**src/rtl/pc_sequencer.sv**
```systemverilog
// Purpose: multi-cycle RV32I control FSM; owns all program-counter updates, memory handshakes and the retire counter.
// Latency: ready tied high gives BRANCH/illegal 3 cycles, ALU/JUMP/STORE 4 cycles, LOAD 5 cycles.
// Backpressure: holds in FETCH until imem_ready and in MEM until dmem_ready; ready seen outside its state is dropped.
//
// Ports:
//   clk, rst          - clock; asynchronous active-low reset
//   curr_addr         - current PC from the PC register
//   target_addr       - branch/JAL/JALR target, valid in EXECUTE and WB
//   opcode            - instr[6:0], stable from DECODE until the next FETCH
//   branch_taken      - branch comparator result, valid in EXECUTE
//   imem_ready        - instruction memory data valid
//   dmem_ready        - data memory access complete
//   imem_req/ir_write - fetch request / IR load strobe
//   dmem_req/dmem_we  - data memory request / store
//   rf_write          - register-file write enable
//   PC_Update         - PC load strobe, once per instruction
//   next_addr         - PC load value (curr_addr+4 when PC_Update is low)
//   trap              - illegal-instruction pulse
//   state             - current FSM state (debug)
//   instret           - retired-instruction count
module pc_sequencer #(
    parameter int                   BUS_WIDTH   = 32,
    parameter logic [BUS_WIDTH-1:0] TRAP_VECTOR = 32'h0000_0100
) (
    input  logic                 clk,
    input  logic                 rst,
    input  logic [BUS_WIDTH-1:0] curr_addr,
    input  logic [BUS_WIDTH-1:0] target_addr,
    input  logic [6:0]           opcode,
    input  logic                 branch_taken,
    input  logic                 imem_ready,
    input  logic                 dmem_ready,
    output logic                 imem_req,
    output logic                 ir_write,
    output logic                 dmem_req,
    output logic                 dmem_we,
    output logic                 rf_write,
    output logic                 PC_Update,
    output logic [BUS_WIDTH-1:0] next_addr,
    output logic                 trap,
    output logic [2:0]           state,
    output logic [31:0]          instret
);

    localparam logic [2:0] S_FETCH   = 3'd0;
    localparam logic [2:0] S_DECODE  = 3'd1;
    localparam logic [2:0] S_EXECUTE = 3'd2;
    localparam logic [2:0] S_MEM     = 3'd3;
    localparam logic [2:0] S_WB      = 3'd4;
    localparam logic [2:0] S_TRAP    = 3'd5;

    localparam logic [BUS_WIDTH-1:0] PC_STEP = BUS_WIDTH'(4);

    logic [2:0]  state_q, state_d;
    logic [31:0] instret_q;

    // Opcode classification
    logic is_alu, is_load, is_store, is_branch, is_jump, is_legal;
    always_comb begin
        is_alu    = (opcode == 7'b0110011) || (opcode == 7'b0010011) ||
                    (opcode == 7'b0110111) || (opcode == 7'b0010111);
        is_load   = (opcode == 7'b0000011);
        is_store  = (opcode == 7'b0100011);
        is_branch = (opcode == 7'b1100011);
        is_jump   = (opcode == 7'b1101111) || (opcode == 7'b1100111);
        is_legal  = is_alu | is_load | is_store | is_branch | is_jump;
    end

    // Sequential PC; wraps naturally at the bus width
    logic [BUS_WIDTH-1:0] seq_addr;
    assign seq_addr = curr_addr + PC_STEP;

    // Ungated control decode
    logic                 imem_req_c, ir_write_c, dmem_req_c, dmem_we_c;
    logic                 rf_write_c, pc_update_c, trap_c;
    logic [BUS_WIDTH-1:0] next_addr_c;

    always_comb begin
        state_d     = state_q;
        imem_req_c  = 1'b0;
        ir_write_c  = 1'b0;
        dmem_req_c  = 1'b0;
        dmem_we_c   = 1'b0;
        rf_write_c  = 1'b0;
        pc_update_c = 1'b0;
        trap_c      = 1'b0;
        next_addr_c = seq_addr;

        case (state_q)
            S_FETCH: begin
                imem_req_c = 1'b1;
                if (imem_ready) begin
                    ir_write_c = 1'b1;
                    state_d    = S_DECODE;
                end
            end
            S_DECODE: begin
                state_d = is_legal ? S_EXECUTE : S_TRAP;
            end
            S_EXECUTE: begin
                if (is_branch) begin
                    pc_update_c = 1'b1;
                    if (branch_taken) begin
                        next_addr_c = target_addr;
                    end
                    state_d = S_FETCH;
                end else if (is_load || is_store) begin
                    state_d = S_MEM;
                end else begin
                    // ALU or JUMP; illegal opcodes never reach EXECUTE
                    state_d = S_WB;
                end
            end
            S_MEM: begin
                dmem_req_c = 1'b1;
                dmem_we_c  = is_store;
                if (dmem_ready) begin
                    if (is_store) begin
                        // Stores have nothing to write back, so they retire here
                        pc_update_c = 1'b1;
                        state_d     = S_FETCH;
                    end else begin
                        state_d = S_WB;
                    end
                end
            end
            S_WB: begin
                rf_write_c  = 1'b1;
                pc_update_c = 1'b1;
                if (is_jump) begin
                    next_addr_c = target_addr;
                end
                state_d = S_FETCH;
            end
            S_TRAP: begin
                trap_c      = 1'b1;
                pc_update_c = 1'b1;
                next_addr_c = TRAP_VECTOR;
                state_d     = S_FETCH;
            end
            default: begin
                // Unused codes 6 and 7 recover to FETCH
                state_d = S_FETCH;
            end
        endcase
    end

    always_ff @(posedge clk or negedge rst) begin
        if (!rst) begin
            state_q <= S_FETCH;
        end else begin
            state_q <= state_d;
        end
    end

    // Trap PC loads do not retire an instruction
    always_ff @(posedge clk or negedge rst) begin
        if (!rst) begin
            instret_q <= '0;
        end else if (pc_update_c && !trap_c) begin
            instret_q <= instret_q + 32'd1;
        end
    end

    // Gate every output with reset so they collapse to zero the moment rst falls
    assign imem_req  = rst & imem_req_c;
    assign ir_write  = rst & ir_write_c;
    assign dmem_req  = rst & dmem_req_c;
    assign dmem_we   = rst & dmem_we_c;
    assign rf_write  = rst & rf_write_c;
    assign PC_Update = rst & pc_update_c;
    assign trap      = rst & trap_c;
    assign next_addr = rst ? next_addr_c : '0;
    assign state     = rst ? state_q : 3'd0;
    assign instret   = instret_q;

endmodule

```
**config.mk**
```make
export PLATFORM = sky130hd
export DESIGN_NAME = pc_sequencer
export DESIGN_NICKNAME = d
export VERILOG_FILES = /design/src/rtl/pc_sequencer.sv
export SDC_FILE = /design/constraint.sdc
export NUM_CORES = 1
export LEC_CHECK = 0
export BUFFER_PORTS_ARGS = -buffer_cell sky130_fd_sc_hd__buf_2
export CELL_PAD_IN_SITES_DETAIL_PLACEMENT = 2
export CELL_PAD_IN_SITES_GLOBAL_PLACEMENT = 2
export CORE_MARGIN = 2
export CORE_UTILIZATION = 25
export CTS_CLUSTER_DIAMETER = 50
export DETAILED_ROUTE_END_ITERATION = 8
export GPL_TIMING_DRIVEN = 0
export HOLD_SLACK_MARGIN = 0.1
export PLACE_DENSITY_LB_ADDON = 0.1
export SYNTH_ARGS = -nofsm -noshare
export SYNTH_HDL_FRONTEND = slang
export SYNTH_SLANG_ARGS = --single-unit
```
**constraint.sdc**
```tcl
create_clock -name clk -period 2.1 [get_ports clk]
set_input_delay 0.105 -clock clk [delete_from_list [all_inputs] [get_ports clk]]
set_output_delay 0.105 -clock clk [all_outputs]
set_load 0.1 [all_outputs]
```
==> results_dict.tcl, run 1 <==
set metrics [dict create \
    ys_ff_latch 35 \
    ff2ff_path_depth 7 \
    synthCells 343 \
    critical_path.max_fanout 5 \
    tns_ns -2.48 \
    via_per_inst 5.08 \
    place_hpwl_mm 9.14 \
    yosys-top-cells-count "dfrtp_1 (35), nor2_1 (33), xnor2_1 (31), nand2_1 (27), xor2_1 (27)" \
    route.vias.total 3340 \
    gp_congestion 0.728 \
    grtUsageTotal_pct 19.3 \
    cts_made_buffers 5 \
    core_sq_um 11500 \
    setup_viol 31 \
    hold_path_class "in2reg" \
    crit_type "reg2out" \
    slew_headroom_pct 63.1 \
    worstHoldEndpoint "state_q[0]" \
    drcViolationCount 0 \
    clock_skew_ns 0.00701 \
    die_x_microns 113 \
    r2r_start "state_q[1]" \
    power.leakage_nw 2.31 \
    yosysWarnings 0 \
    io_buffers 148 \
    timing.fmax_ghz 0.446 \
    drt_iter0_drc 96 \
    crit_path_end_kind "output port" \
    start_kind "flip-flop" \
    clock_latency_ns 0.28 \
    fin_crit_ns 2.24 \
    clock_sinks 35 \
    die_y_microns 113 \
    yosysTopAreaCell "dfrtp_1" \
    arrival_ns 2.14 \
    worstMarginPinSlew_ns 0.554 \
    synth_nets 421 \
    synth.avg_cell_area_sq_um 8.59 \
    finalNetCount 591 \
    synth_edf_count 0 \
    use_met1_pct 24.8 \
    num_rows 39 \
    cts_tree "done" \
    busiest_layer "met2" \
    seq_area_frac_synth_pct 29.7 \
    ys_async_sr_fraction_pct 100 \
    dieArea_sq_um 12700 \
    h-tree-depth 2 \
    antenna_found_initial 0 \
    wire_per_inst_microns 20.0 \
    violations "negative setup slack" \
    maxCapViolCount 0 \
    cts_buffer_depth 2 \
    rsz0062_at_grt "true" \
    postRouteAntennaNets 0 \
    drive_above_1_share_pct 54.7 \
    path_clk_slew_ns 0.05 \
    hold_violations 0 \
    powerDensity_nw_per_um2 851 \
    worst-r2r-setup-slack_ns 0.12 \
    cts_root_buf "clkbuf_16" \
    area_growth_pct 81.7 \
    firstDrtPassIters 4 \
    ir_drop_mv 0.492 \
    status "complete, but fails checks" \
    utilization_pct 46.7 \
    grt_max_degree 36 \
    fin_hold_ws_ns 0.272 \
    final-max-slew-violation-count 0 \
    setup_ws_ns -0.141 \
    use_met2_pct 34.7 \
    synth.most_common_cell "dfrtp_1" \
    hold_depth 4 \
    grt_pass1_vias 3682 \
    finalWirelength_mm 13.1 \
    grt-ovfl-total 0 \
    hold_start "imem_ready" \
    synth_top_area_share_pct 29.7 \
    antenna-diode-count 0 \
    start_util_pct 25.7 \
    r2r-end "instret[4]" \
    pin_count 150 \
    grtUsageMet3_pct 2.54 \
    synth_area_leaders "dfrtp_1 (30%), xnor2_1 (9.2%), xor2_1 (8.0%)" \
    grt_pass1_wl_mm 19.6 \
    syn_area_sq_um 2950 \
    ys.flop_type "dfrtp_1" \
    critical_path_required_ns 2.00 \
    yosysUniqueCellTypes 53 \
    period_share_pct 107 \
]
==> logic make-up (layout without fill, tap and decap cells) <==
family | count (synthesis) | count (layout) | synth area share, %
AOI/OAI and AO/OA | 51 | 51 | 14.4
xor gates and xnor gates | 58 | 58 | 17.2
adders and majority gates | 2 | 2 | 0.849
buffers and inverters | 32 | 203 | 5.05
DFF | 35 | 35 | 29.7
muxes | 1 | 1 | 0.382
and+or+nand+nor | 164 | 164 | 32.4
==> where the power goes <==
group | switching, W | internal [W]
Clock | 0.000271 | 0.000437
Combinational | 0.00206 | 0.000949
Sequential | 0.0000976 | 0.000744
Total | 0.00243 | 0.00213
==> worst max-delay path: stages, from the launching register on <==
cell	delay (ns)
dfrtp_2	0.43
and4b_1	0.30
and4_4	0.27
o21bai_4	0.15
and2_4	0.23
buf_6	0.15
o2bb2ai_4	0.13
buf_12	0.20
==> per-stage QoR <==
step	cells	total power, W	cell area [sq um]	setup WS, ns
2_1_floorplan	343	0.00277	3450	-0.377
3_3_place_gp	634	0.00320	4370	-1.15
3_5_place_dp	634	0.00325	4370	-1.18
4_1_cts	655	0.00434	5080	-0.162
5_1_grt	657	0.00473	5360	-0.196
6_report	657	0.00456	5360	-0.141
==> timing repair <==
item / 4_1_cts / 5_1_grt
gates cloned: 1 / 1
hold buffers: 2 / 0
setup buffers: 10 / 5
gates resized for setup: 120 / 62
hold endpoints to repair: 35 / 0
endpoints found under the setup margin: 36 / 50
pin swaps: 1 / 15
==> per-layer routing <==
metal,vias up,wire [microns]
met5,-,0
met4,0,197
met3,15,481
met2,93,7020
met1,1665,5420
li1,1567,-
==> layout make-up <==
cell class              instances  area [sq um]
fillers                      1199          6110
well taps                     143           179
inverters                      17          68.8
clock buffers                   6           129
repair buffers                165          1440
flip-flops and latches         35           898
multi-input cells             276          2530
plain buffers                  13          97.6
clock inverters                 2          12.5
==> cells in the final DEF, fill, tap and decap left out, types with 7 or more instances in the layout <==
cell type | netlist | final
dfrtp_2 | 0 | 18
buf_6 | 2 | 8
nand4_1 | 11 | 11
nand2_1 | 27 | 26
buf_4 | 1 | 9
o2bb2ai_4 | 0 | 16
xnor2_1 | 31 | 31
buf_2 | 8 | 115
buf_12 | 0 | 37
nand3_1 | 16 | 16
xor2_1 | 27 | 27
nor2_4 | 0 | 13
inv_1 | 16 | 16
nor3_1 | 19 | 16
nor2_1 | 33 | 18
a22oi_2 | 0 | 13
dfrtp_1 | 35 | 17
nor4_1 | 8 | 7
==> state kept, by name (all words and copies together), names as in the netlist <==
register and flops:
state_q 3, instret 32
==> worst max-delay path by stage <==
stage,start,to,slack (ns),cells past startpoint
finish,state_q[0],next_addr[16],-0.14,7
global route,state_q[0],next_addr[16],-0.20,7
CTS,state_q[0],next_addr[27],-0.16,9
detailed placement,rst,next_addr[4],-1.18,5
global placement,rst,next_addr[4],-1.15,5
floorplan,state_q[0],ir_write,-0.38,3
(Power assumes the default switching activity.)
==> run 2, diff against run 1 <==
--- a/config.mk
+++ b/config.mk
@@ -6,6 +6,7 @@
 export NUM_CORES = 1
 export LEC_CHECK = 0
 export BUFFER_PORTS_ARGS = -buffer_cell sky130_fd_sc_hd__buf_2
+export CAP_MARGIN = 40
 export CELL_PAD_IN_SITES_DETAIL_PLACEMENT = 2
 export CELL_PAD_IN_SITES_GLOBAL_PLACEMENT = 2
 export CORE_MARGIN = 2
@@ -15,6 +16,7 @@
 export GPL_TIMING_DRIVEN = 0
 export HOLD_SLACK_MARGIN = 0.1
 export PLACE_DENSITY_LB_ADDON = 0.1
+export REMOVE_ABC_BUFFERS = 1
 export SYNTH_ARGS = -nofsm -noshare
 export SYNTH_HDL_FRONTEND = slang
 export SYNTH_SLANG_ARGS = --single-unit
==> run 2 against run 1 <==
Worst hold slack worse by 0.046 ns. Clock power up 24%. Critical path type unchanged. The flow still finishes with violations (negative setup slack). Worst setup slack better by 0.058 ns.
==> results_dict.tcl, run 2 (synthesized netlist as in run 1, its figures left out) <==
set metrics [dict create \
    fin_crit_ns 2.18 \
    cts_made_buffers 5 \
    setup_viol 31 \
    via_per_inst 5.01 \
    die_x_microns 113 \
    dieArea_sq_um 12700 \
    largest_register_ffs 32 \
    total_power_w 0.00446 \
    period_share_pct 104 \
    critical_path.max_fanout 8 \
    start_util_pct 25.7 \
    finalWirelength_mm 12.2 \
    area_growth_pct 66.6 \
    r2r_start "instret[3]" \
    grt_max_degree 33 \
    hold_path_class "in2reg" \
    instances_no_fill 651 \
    clock_skew_ns 0.00283 \
    rsz0062_at_grt "true" \
    layout_common_cells "buf_2 (115), dfrtp_1 (32), xnor2_1 (31)" \
    place_hpwl_mm 8.38 \
    hold_depth 4 \
    r2r-end "instret[23]" \
    status "complete, but fails checks" \
    cts_buffer_depth 2 \
    antenna_found_initial 1 \
    endpoint "next_addr[23]" \
    crit_type "reg2out" \
    setup_ws_ns -0.0829 \
    worst-r2r-setup-slack_ns 0.14 \
    firstDrtPassIters 5 \
    final-max-slew-violation-count 0 \
    power.leakage_nw 2.25 \
    ir_drop_mv 0.759 \
    drt_iter0_drc 121 \
    startpoint "state_q[0]" \
    drcViolationCount 0 \
    pin_count 150 \
    start_kind "flip-flop" \
    clock_sinks 35 \
    gp_congestion 0.718 \
    utilization_pct 42.8 \
    grt_pass1_vias 3688 \
    crit_path_end_kind "output port" \
    maxCapViolCount 0 \
    route.vias.total 3259 \
    drive_above_1_share_pct 47.6 \
    clock_latency_ns 0.28 \
    slew_headroom_pct 56.3 \
    ff2ff_path_depth 6 \
    path_clk_slew_ns 0.06 \
    h-tree-depth 2 \
    dp_slack_ns -0.771 \
    grt_pass1_wl_mm 19.0 \
    violations "negative setup slack" \
    worstMarginPinSlew_ns 0.651 \
    die_y_microns 113 \
    arrival_ns 2.08 \
    dp_cells 621 \
    hold_violations 0 \
    cts_root_buf "clkbuf_16" \
    postRouteAntennaNets 0 \
    fin_hold_ws_ns 0.226 \
    finalNetCount 585 \
    final_common_cell "buf_2" \
    grt-ovfl-total 0 \
    core_sq_um 11500 \
    timing.fmax_ghz 0.458 \
    io_buffers 149 \
    antenna-diode-count 0 \
    powerDensity_nw_per_um2 909 \
    wire_per_inst_microns 18.7 \
    cts_tree "done" \
    grtUsageTotal_pct 18.3 \
    critical_path_required_ns 2.00 \
    num_rows 39 \
]
-- run 2: cell types whose count changed in the layout (fill, tap and decap cells not counted), moves of 4 or more --
cell       before  now
buf_12         37   27
buf_4           9   13
buf_6           8   14
dfrtp_1        17   32
dfrtp_2        18    3
nor2_1         18   26
nor2_2          2    7
nor2_4         13    0
o2bb2ai_2       0   10
o2bb2ai_4      16    6
-- run 2: area by class of cell --
type | count | area (sq um)
fill | 1242 | 6560
multi-input combinational | 277 | 2220
timing repair buffer | 171 | 1390
sequential | 35 | 880
tap | 143 | 179
clock buffer | 6 | 139
inverter | 17 | 65.1
clock inverter | 2 | 35.0
-- run 2: power breakdown --
| group | total, W | internal (W) | switching (W) |
|---|---|---|---|
| sequential | 0.000849 | 0.000743 | 0.000105 |
| combinational | 0.00273 | 0.000829 | 0.00190 |
| clock | 0.000882 | 0.000590 | 0.000291 |
-- run 2: critical path: stages, from the launching register on --
cell and delay (ns):
dfrtp_2 0.43, and4b_1 0.25, and4_4 0.26, o21bai_4 0.16, and2_4 0.33, o2bb2ai_4 0.16, buf_12 0.20
-- run 2: per-stage QoR --
stage / cell area [sq um] / setup TNS, ns
after global routing: 4910 / -3.38
after detailed placement: 3810 / -16.38
after global placement: 3790 / -20.90
after floorplan: 2860 / -40.71
after CTS: 4620 / -1.47
final: 4910 / -1.24
-- run 2: repair_timing --
action | in CTS | in global routing
endpoints found under the setup margin | 40 | 36
cloned | 1 | 0
resized for setup | 120 | 58
endpoints found under the hold margin | 35 | 0
buffers inserted | 16 | 3
hold buffers | 3 | 0
pin swaps | 4 | 26
-- run 2: how the worst min path moves through the flow --
| stage | end | slack (ns) | startpoint |
|---|---|---|---|
| after floorplan | instret[0] | -0.19 | rst |
| after global placement | state_q[2] | 0.30 | rst |
| after detailed placement | state_q[2] | -0.05 | rst |
| after CTS | state_q[0] | 0.23 | imem_ready |
| after global routing | state_q[0] | 0.24 | imem_ready |
| final | state_q[0] | 0.23 | imem_ready |
-- run 2: metal layers --
metal	up-vias	global-route usage, %	part of all wire (%)
met5	-	0	0.13
met1	1613	22.4	41
li1	1546	-	-
met3	6	4.05	5.4
met2	92	33.7	53
met4	2	2.44	0.47
==> run 3, diff against run 2 <==
--- a/config.mk
+++ b/config.mk
@@ -5,7 +5,6 @@
 export SDC_FILE = /design/constraint.sdc
 export NUM_CORES = 1
 export LEC_CHECK = 0
-export BUFFER_PORTS_ARGS = -buffer_cell sky130_fd_sc_hd__buf_2
 export CAP_MARGIN = 40
 export CELL_PAD_IN_SITES_DETAIL_PLACEMENT = 2
 export CELL_PAD_IN_SITES_GLOBAL_PLACEMENT = 2
@@ -13,9 +12,11 @@
 export CORE_UTILIZATION = 25
 export CTS_CLUSTER_DIAMETER = 50
 export DETAILED_ROUTE_END_ITERATION = 8
+export DONT_BUFFER_PORTS = 1
 export GPL_TIMING_DRIVEN = 0
 export HOLD_SLACK_MARGIN = 0.1
 export PLACE_DENSITY_LB_ADDON = 0.1
+export RECOVER_POWER = 25
 export REMOVE_ABC_BUFFERS = 1
 export SYNTH_ARGS = -nofsm -noshare
 export SYNTH_HDL_FRONTEND = slang
==> run 3 against run 2 <==
The run still ends with negative setup slack left. Die area unchanged. Final cell count decreased by 10%. Sequential cell count unchanged.
==> results_dict.tcl, run 3 (synthesized netlist as in run 1, its figures left out) <==
set metrics [dict create \
    core_sq_um 11500 \
    setup_viol 33 \
    drcViolationCount 0 \
    period_share_pct 106 \
    cts_tree "done" \
    num_rows 39 \
    start_kind "flip-flop" \
    slew_headroom_pct 39.0 \
    slowest_delay_ns 0.43 \
    clock_skew_ns 0.00611 \
    violations "negative setup slack" \
    area_growth_pct 92.4 \
    drive_above_1_share_pct 45.9 \
    antenna_found_initial 0 \
    io_buffers 0 \
    cts_root_buf "clkbuf_16" \
    crit_path_end_kind "output port" \
    tns_ns -2.35 \
    place_hpwl_mm 8.83 \
    critical_path.max_fanout 5 \
    status "complete, but fails checks" \
    largest_register_ffs 32 \
    power.leakage_nw 2.30 \
    grtUsageTotal_pct 18.7 \
    via_per_inst 5.23 \
    dieArea_sq_um 12700 \
    cts_buffer_depth 2 \
    ir_drop_mv 0.530 \
    crit_type "reg2out" \
    cp_slowest_cell "dfrtp_2" \
    grt-ovfl-total 0 \
    critical_path_required_ns 2.00 \
    total_power_w 0.00478 \
    cts_made_buffers 5 \
    rsz0062_at_grt "true" \
    path_clk_slew_ns 0.06 \
    arrival_ns 2.12 \
    grt_pass1_vias 3521 \
    timing.fmax_ghz 0.450 \
    h-tree-depth 2 \
    pin_count 150 \
    clock_latency_ns 0.28 \
    die_y_microns 113 \
    start_util_pct 25.7 \
    layout_common_cells "buf_12 (36), xnor2_1 (31), buf_16 (31)" \
    crit_top_cell "buf_12" \
    route.vias.total 3060 \
    antenna-diode-count 0 \
    hold_path_class "in2reg" \
    fillerInstances 1097 \
    drt_iter0_drc 70 \
    die_x_microns 113 \
    final_common_cell "buf_12" \
    hold_violations 0 \
    setup_ws_ns -0.125 \
    final-max-slew-violation-count 0 \
    grt_max_degree 36 \
    finalNetCount 519 \
    path_cells "and4b_1, and4_4, o21bai_4, and2_4, buf_12, o2bb2ai_2, buf_12" \
    finalWirelength_mm 12.6 \
    postRouteAntennaNets 0 \
    worstMarginPinSlew_ns 0.915 \
    grt_pass1_wl_mm 19.1 \
    powerDensity_nw_per_um2 844 \
    firstDrtPassIters 6 \
    multi_input_area_sq_um 2390 \
    fin_crit_ns 2.22 \
    maxCapViolCount 0 \
    wire_per_inst_microns 21.5 \
    gp_congestion 0.709 \
    clock_sinks 35 \
    register_area_sq_um 891 \
]
==> run 3: cell count changes in the layout (fill, tap and decap cells not counted), moves of 3 or more <==
cell / change
buf_2: -115
buf_16: +31
buf_6: -11
nor2_1: -10
nor2_2: +10
buf_12: +9
buf_4: +9
buf_8: +9
nor3_1: -9
nor3_2: +8
dfrtp_1: -5
a22oi_1: +4
a22oi_2: -4
dfrtp_2: +3
==> run 3: metal layers <==
metal / global-route usage, % / wire, microns / vias up
met4: 4.23 / 148 / 0
li1: - / - / 1422
met3: 5.40 / 794 / 10
met1: 20.7 / 4710 / 1523
met5: 0 / 0 / -
met2: 35.0 / 6960 / 105
==> run 3: power breakdown <==
part / internal [W] / switching (W) / total (W)
Clock: 0.000590 / 0.000288 / 0.000878
Sequential: 0.000744 / 0.000151 / 0.000895
Combinational: 0.00110 / 0.00191 / 0.00301
Total: 0.00244 / 0.00235 / 0.00478
==> run 3: repair_timing <==
item | in CTS | in global routing
pin swaps | 8 | 14
endpoints found under the hold margin | 35 | 0
hold buffers | 2 | 0
buffers inserted | 17 | 14
cloned | 1 | 0
endpoints found under the setup margin | 48 | 53
resized for setup | 49 | 42
==> run 3: worst max-delay path: cells and delay by family, from the launching register on <==
family	cells	cell delay [ns]
flip-flops	1	0.43
buffers and inverters	2	0.34
AND/OR/NAND/NOR	3	0.76
AO/OA/AOI/OAI	2	0.30
==> run 3: path summary, 6_finish.rpt <==
kind | depth (start not counted) | startpoint | slack, ns | to
setup / recovery | 7 | state_q[0] | -0.12 | next_addr[19]
hold / removal | 3 | imem_ready | 0.14 | state_q[0]
setup reg to reg | 9 | state_q[0] | 0 | instret[6]
hold reg to reg | 1 | instret[10] | 0.53 | instret[10]
max in group asynchronous | 2 | rst | 0.93 | instret[19]
min in group asynchronous | 2 | rst | 0.49 | state_q[2]
==> run 3: cell type report <==
| type | count | share of cell area, % |
|---|---|---|
| Clock buffer | 6 | 2.45 |
| Clock inverter | 2 | 0.618 |
| Inverter | 17 | 1.13 |
| Multi-Input combinational cell | 277 | 42.2 |
| Sequential cell | 35 | 15.7 |
| Tap cell | 143 | 3.15 |
| Timing Repair Buffer | 105 | 34.8 |
==> run 3: through the flow <==
stage	setup WS (ns)	cell area [sq um]	cells	utilization [%]	hold WS [ns]
floorplan	-2.53	2860	328	-	-0.191
global placement	-2.71	3040	471	26.5	-0.190
detailed placement	-0.936	4700	543	41.0	-0.190
CTS	-0.0938	5260	571	45.8	0.114
global route	-0.194	5670	585	49.5	0.168
finish	-0.125	5670	585	49.5	0.139
